==> src/rtl/custom_io_pkg.sv <==
// Constants shared between the board key core and the LED core wrapper.
package custom_io_pkg;

    // APB register word width seen by the wrappers
    localparam int DATA_W = 32;

    // Push-buttons are active-low: a high level means the key is released
    localparam logic KEY_RELEASED = 1'b1;

    // 20 ms at 50 MHz; the counter width must cover the terminal count
    localparam int DEF_DEBOUNCE_CYCLES = 1000000;
    localparam int DEF_CNT_W           = 20;

endpackage

==> src/rtl/key_debounce.sv <==
// One push-button: 2-flop synchroniser, stable-level debouncer and press-edge detector.
module key_debounce
    import custom_io_pkg::*;
#(
    parameter int DEBOUNCE_CYCLES = DEF_DEBOUNCE_CYCLES,
    parameter int CNT_W           = DEF_CNT_W
) (
    input  logic clk,
    input  logic rst,
    input  logic rawIn,
    output logic stableOut,
    output logic pressPulse
);

    localparam logic [CNT_W-1:0] CNT_LAST = CNT_W'(DEBOUNCE_CYCLES - 1);

    logic             sync_p0;
    logic             sync_p1;
    logic             stable_q;
    logic [CNT_W-1:0] cnt_q;
    logic             differ;
    logic             terminal;

    // Synchronised sample disagrees with the accepted level; the count runs only while so
    assign differ   = (sync_p1 != stable_q);
    assign terminal = differ && (cnt_q == CNT_LAST);

    // Two-flop synchroniser for the asynchronous board input, idling at released
    always_ff @(posedge clk or negedge rst) begin
        if (!rst) begin
            sync_p0 <= KEY_RELEASED;
            sync_p1 <= KEY_RELEASED;
        end else begin
            sync_p0 <= rawIn;
            sync_p1 <= sync_p0;
        end
    end

    // Accept a new level only after DEBOUNCE_CYCLES consecutive disagreeing samples
    always_ff @(posedge clk or negedge rst) begin
        if (!rst) begin
            stable_q <= KEY_RELEASED;
            cnt_q    <= '0;
        end else if (!differ) begin
            cnt_q    <= '0;
        end else if (terminal) begin
            stable_q <= sync_p1;
            cnt_q    <= '0;
        end else begin
            cnt_q    <= cnt_q + CNT_W'(1);
        end
    end

    // Press pulse is high in the cycle whose closing edge moves stable from released to pressed,
    // so the event register captures it on the same edge the level changes
    assign pressPulse = terminal && (stable_q == KEY_RELEASED);
    assign stableOut  = stable_q;

endmodule

==> src/rtl/custom_apb_key.sv <==
// Board push-button core: per-key debouncers, sticky W1C press events and a level interrupt.
module custom_apb_key
    import custom_io_pkg::*;
#(
    parameter int NUM_KEYS        = 4,
    parameter int DEBOUNCE_CYCLES = DEF_DEBOUNCE_CYCLES,
    parameter int CNT_W           = DEF_CNT_W
) (
    input  logic                clk,
    input  logic                rst,
    input  logic [NUM_KEYS-1:0] keyIn,
    input  logic                clrEvt,
    input  logic [NUM_KEYS-1:0] clrMask,
    output logic [DATA_W-1:0]   keyLevel,
    output logic [DATA_W-1:0]   keyEvent,
    output logic                keyIrq
);

    logic [NUM_KEYS-1:0] stable;
    logic [NUM_KEYS-1:0] pressEdge;
    logic [NUM_KEYS-1:0] evt_q;
    logic [NUM_KEYS-1:0] evt_next;
    logic [NUM_KEYS-1:0] clr_bits;
    logic                irq_q;

    for (genvar i = 0; i < NUM_KEYS; i++) begin : g_key
        key_debounce #(
            .DEBOUNCE_CYCLES (DEBOUNCE_CYCLES),
            .CNT_W           (CNT_W)
        ) u_deb (
            .clk        (clk),
            .rst        (rst),
            .rawIn      (keyIn[i]),
            .stableOut  (stable[i]),
            .pressPulse (pressEdge[i])
        );
    end

    // Next event state: clear masked bits, then set on press so a colliding press is kept
    always_comb begin
        clr_bits = clrEvt ? clrMask : '0;
        evt_next = (evt_q & ~clr_bits) | pressEdge;
    end

    // Sticky event bits and the interrupt, both taken from the same next state
    always_ff @(posedge clk or negedge rst) begin
        if (!rst) begin
            evt_q <= '0;
            irq_q <= 1'b0;
        end else begin
            evt_q <= evt_next;
            irq_q <= |evt_next;
        end
    end

    // Zero-extend to the bus word; level is pressed-high, the inverse of the stable flop
    always_comb begin
        keyLevel                 = '0;
        keyEvent                 = '0;
        keyLevel[NUM_KEYS-1:0]   = ~stable;
        keyEvent[NUM_KEYS-1:0]   = evt_q;
    end

    assign keyIrq = irq_q;

endmodule

==> config.mk <==
export PLATFORM = sky130hd
export DESIGN_NAME = custom_apb_key
export DESIGN_NICKNAME = d
export VERILOG_FILES = /design/src/rtl/custom_io_pkg.sv /design/src/rtl/key_debounce.sv /design/src/rtl/custom_apb_key.sv
export SDC_FILE = /design/constraint.sdc
export NUM_CORES = 1
export LEC_CHECK = 0
export ABC_AREA = 1
export CORE_UTILIZATION = 50
export DETAILED_ROUTE_END_ITERATION = 12
export PLACE_DENSITY = 0.89
export REMOVE_ABC_BUFFERS = 1
export SYNTH_ARGS = -nofsm -noshare
export SYNTH_HDL_FRONTEND = slang
export SYNTH_SLANG_ARGS = --single-unit
==> constraint.sdc <==
create_clock -name clk -period 1.4 [get_ports clk]
set_clock_uncertainty 0.05 [all_clocks]
set_input_delay 0.21 -clock clk [delete_from_list [all_inputs] [get_ports clk]]
set_output_delay 0.21 -clock clk [all_outputs]
set_load 0.05 [all_outputs]
==> impl_results.md <==
* Core area at 10840 um2
* Kind of critical path: flop to flop
* # Max-Cap Violations at 0
* CTS sink count at 97
* Syn Area/Cell at 7.776 um2
* Vias in the first global route at 4746
* Initial DRC Count at 519
* Vert. Die Dim at 107.5 um
* First-pass GRT wire length at 21980 um
* Via density at 5.402
* Commonest cells in the netlist: nand2_1 (157), nor2_1 (114), inv_1 (88), dfrtp_1 (85), buf_4 (56)
* Status: finished, violations left
* Met3 wire length at 1100 um
* Area Growth Syn to Fin at 31.64%
* Post-synth top area cell: dfrtp_1
* Reg power frac at 53.4%
* Fillers at 699
* IO Count at 76
* CTS root buffer: clkbuf_8
* Power per cell area at 739.2 nW/um2
* Startpoint types: flop
* Largest net degree at the start of global routing at 47
* Hold Violations, Final at 0
* CP max FO at 4
* CTS tree: built
* Die W at 107.5 um
* Net Sw Frac at 32.03%
* Clock Tree Buf Depth at 2
* Setup ws final at -0.2143 ns
* PortBufs at 19
* Post-Syn Instances at 716
* Via count at 5218
* CTS Buf Count at 9
* Total power at 5.418 mW
* Clk Latency, worst-skew pair at 0.40 ns
* Share of synthesized registers carrying an async set or reset at 100.0%
* Max VDD drop at 0.5874 mV
* Post-synth cell types at 33
* Wl on met1 at 5800 um
* CP endpoint kind: flop
* Tcrit/Tclk final at 115.3%
* CP required at 1.70 ns
* Synth top area cells: dfrtp_1 (38%), nand2_1 (11%), nor2_1 (7.7%), buf_4 (7.6%), inv_1 (5.9%)
* Most frequent cell after synthesis: nand2_1
* DRC at 0
* Metal2 WL at 8613 um
* Post-synth EDFFs at 0
* YS warnings at 0
* H-tree Lvls at 3
* Setup TNS at -9.148 ns
* # diodes at 0
* F_max at 619.5 MHz
* CTS clk-pin slew, worst paths at 0.11 ns
* Max Slew Vio Count at 0
* Synth Cell Area at 5568 um2
* Register area share after synthesis at 43.87%
* Core Util, Final at 67.61%
* Gr usage total at 24.73%
* Die area at 11560 um2
* Final WL at 16680 um
* Top-area cell type share of the netlist area at 38.20%
* Post-route ant nets at 0
* Initial antenna violation count at 0
* DR top layer: met4
* Layout cells sized above 1 at 39.23%
* Std-Cell Rows at 38
* Failing checks: setup timing
* Drt first pass iters at 5
* Routed len/inst at 17.27 um
* Arr. time, crit path at 1.91 ns
* Clock power share at 33.0%
* Final setup fails at 81
* R2R setup slack at -0.21 ns
* Sw Pwr at 1.736 mW
* Top FF cell, synth: dfrtp_1
* Internal Pwr Total at 3.682 mW
* Hold Path Class: input port to asynchronous set/reset pin
* Gr ovfl total at 0
* RSZ-0062 raised after global routing: yes
* Final net count at 836
* FF+latch count, synth at 97
* Final GP Congestion at 0.9004
* Logic pwr share at 13.6%
* Post-route minimum period at 1.614 ns
* Detailed Place HPWL at 8357 um
* Initial core utilization at 51.36%
* Leak at 3.418 nW
==> power groups by stage <==
stage	sequential (mW)	clock, mW	combinational (mW)
detailed placement	2.93	0	0.588
global placement	2.93	0	0.580
CTS	2.88	1.75	0.661
global route	2.90	1.93	0.776
floorplan	2.92	0	0.425
finish	2.90	1.79	0.736
==> cell usage in the layout, fill, tap and decap left out, types with 6 or more instances in the layout <==
cell type / n
nand2_4: 17
dfrtp_2: 6
dfstp_2: 12
conb_1: 56
inv_1: 67
clkdlybuf4s50_1: 9
dfrtp_1: 79
nor2_4: 26
nor3_2: 17
nor3_1: 8
nand2_1: 106
nand3_1: 27
nand3_4: 8
nor2_1: 84
buf_4: 60
buf_6: 16
buf_12: 8
xor2_1: 25
nand3_2: 12
inv_2: 26
nor2_2: 23
a21oi_1: 17
nand2_2: 47
clkbuf_8: 9
==> flip-flops by register name, summed over array words and instances, names as in the netlist <==
signal,cells
g_key.u_deb.cnt_q,80
evt_q,4
g_key.u_deb.stableOut,4
g_key.u_deb.sync_p0,4
g_key.u_deb.sync_p1,4
keyIrq,1
==> metrics by stage <==
step	instances	area, um2	hold WS, ns	setup WS, ns
2_1_floorplan	715	5354	-0.1356	-0.03933
3_3_place_gp	920	6140	0.03037	-0.06292
3_5_place_dp	920	6140	0.03219	-0.1633
4_1_cts	954	6774	0.1620	-0.1076
5_1_grt	966	7330	0.1644	-0.2587
6_report	966	7330	0.1625	-0.2143
==> worst paths after layout <==
check                                        from                       end  cells past startpoint
max                        g_key[0].u_deb.sync_p1   g_key[0].u_deb.cnt_q[0]                      9
min reg2reg                g_key[3].u_deb.sync_p0    g_key[3].u_deb.sync_p1                      0
min                                           rst  g_key[1].u_deb.cnt_q[18]                      2
min in group clk                         keyIn[0]    g_key[0].u_deb.sync_p0                      1
max reg2reg                g_key[0].u_deb.sync_p1   g_key[0].u_deb.cnt_q[0]                      9
max in group asynchronous                     rst  g_key[2].u_deb.stableOut                      3
==> what timing repair did <==
| action | 4_1_cts | 5_1_grt |
|---|---|---|
| gates resized for setup | 100 | 132 |
| hold endpoints to repair | 89 | 0 |
| pin swaps | 32 | 42 |
| setup endpoints to repair | 63 | 84 |
| gates cloned | 1 | 0 |
| hold buffers | 1 | 0 |
| setup buffers | 16 | 14 |
==> worst max-delay path, cell delays in order, from the launching register on <==
cell	delay, ns
dfstp_2	0.56
inv_1	0.09
nand2_1	0.15
nand2_2	0.09
nand2_2	0.10
nor2_4	0.05
nand2_4	0.10
nand2_8	0.09
or2_1	0.23
inv_1	0.06
==> area by class of cell <==
| type | instances | area [um2] | share of cell area (%) |
|---|---|---|---|
| Timing Repair Buffer | 94 | 890.9 | 12.15 |
| Tap cell | 140 | 175.2 | 2.390 |
| Multi-Input combinational cell | 516 | 3193 | 43.56 |
| Sequential cell | 97 | 2450 | 33.42 |
| Timing Repair inverter | 1 | 8.758 | 0.1195 |
| Clock inverter | 7 | 53.80 | 0.7340 |
| Clock buffer | 9 | 123.9 | 1.690 |
| Inverter | 102 | 434.2 | 5.924 |
==> cells by family after synthesis <==
group	synth area share (%)
other	0.06735
buffers and inverters	14.47
adder cells (fa/ha/maj)	0.8989
flip-flops	43.87
XOR/XNOR	4.876
AO/OA/AOI/OAI	2.517
AND/OR/NAND/NOR	33.30
==> layer usage <==
metal  track usage, %  vias up
li1                 -     2290
met5                0        -
met1            29.58     2475
met2            42.54      333
met3            5.085      120
met4            11.45        0
Note: power is estimated with default switching activity, not from simulation.
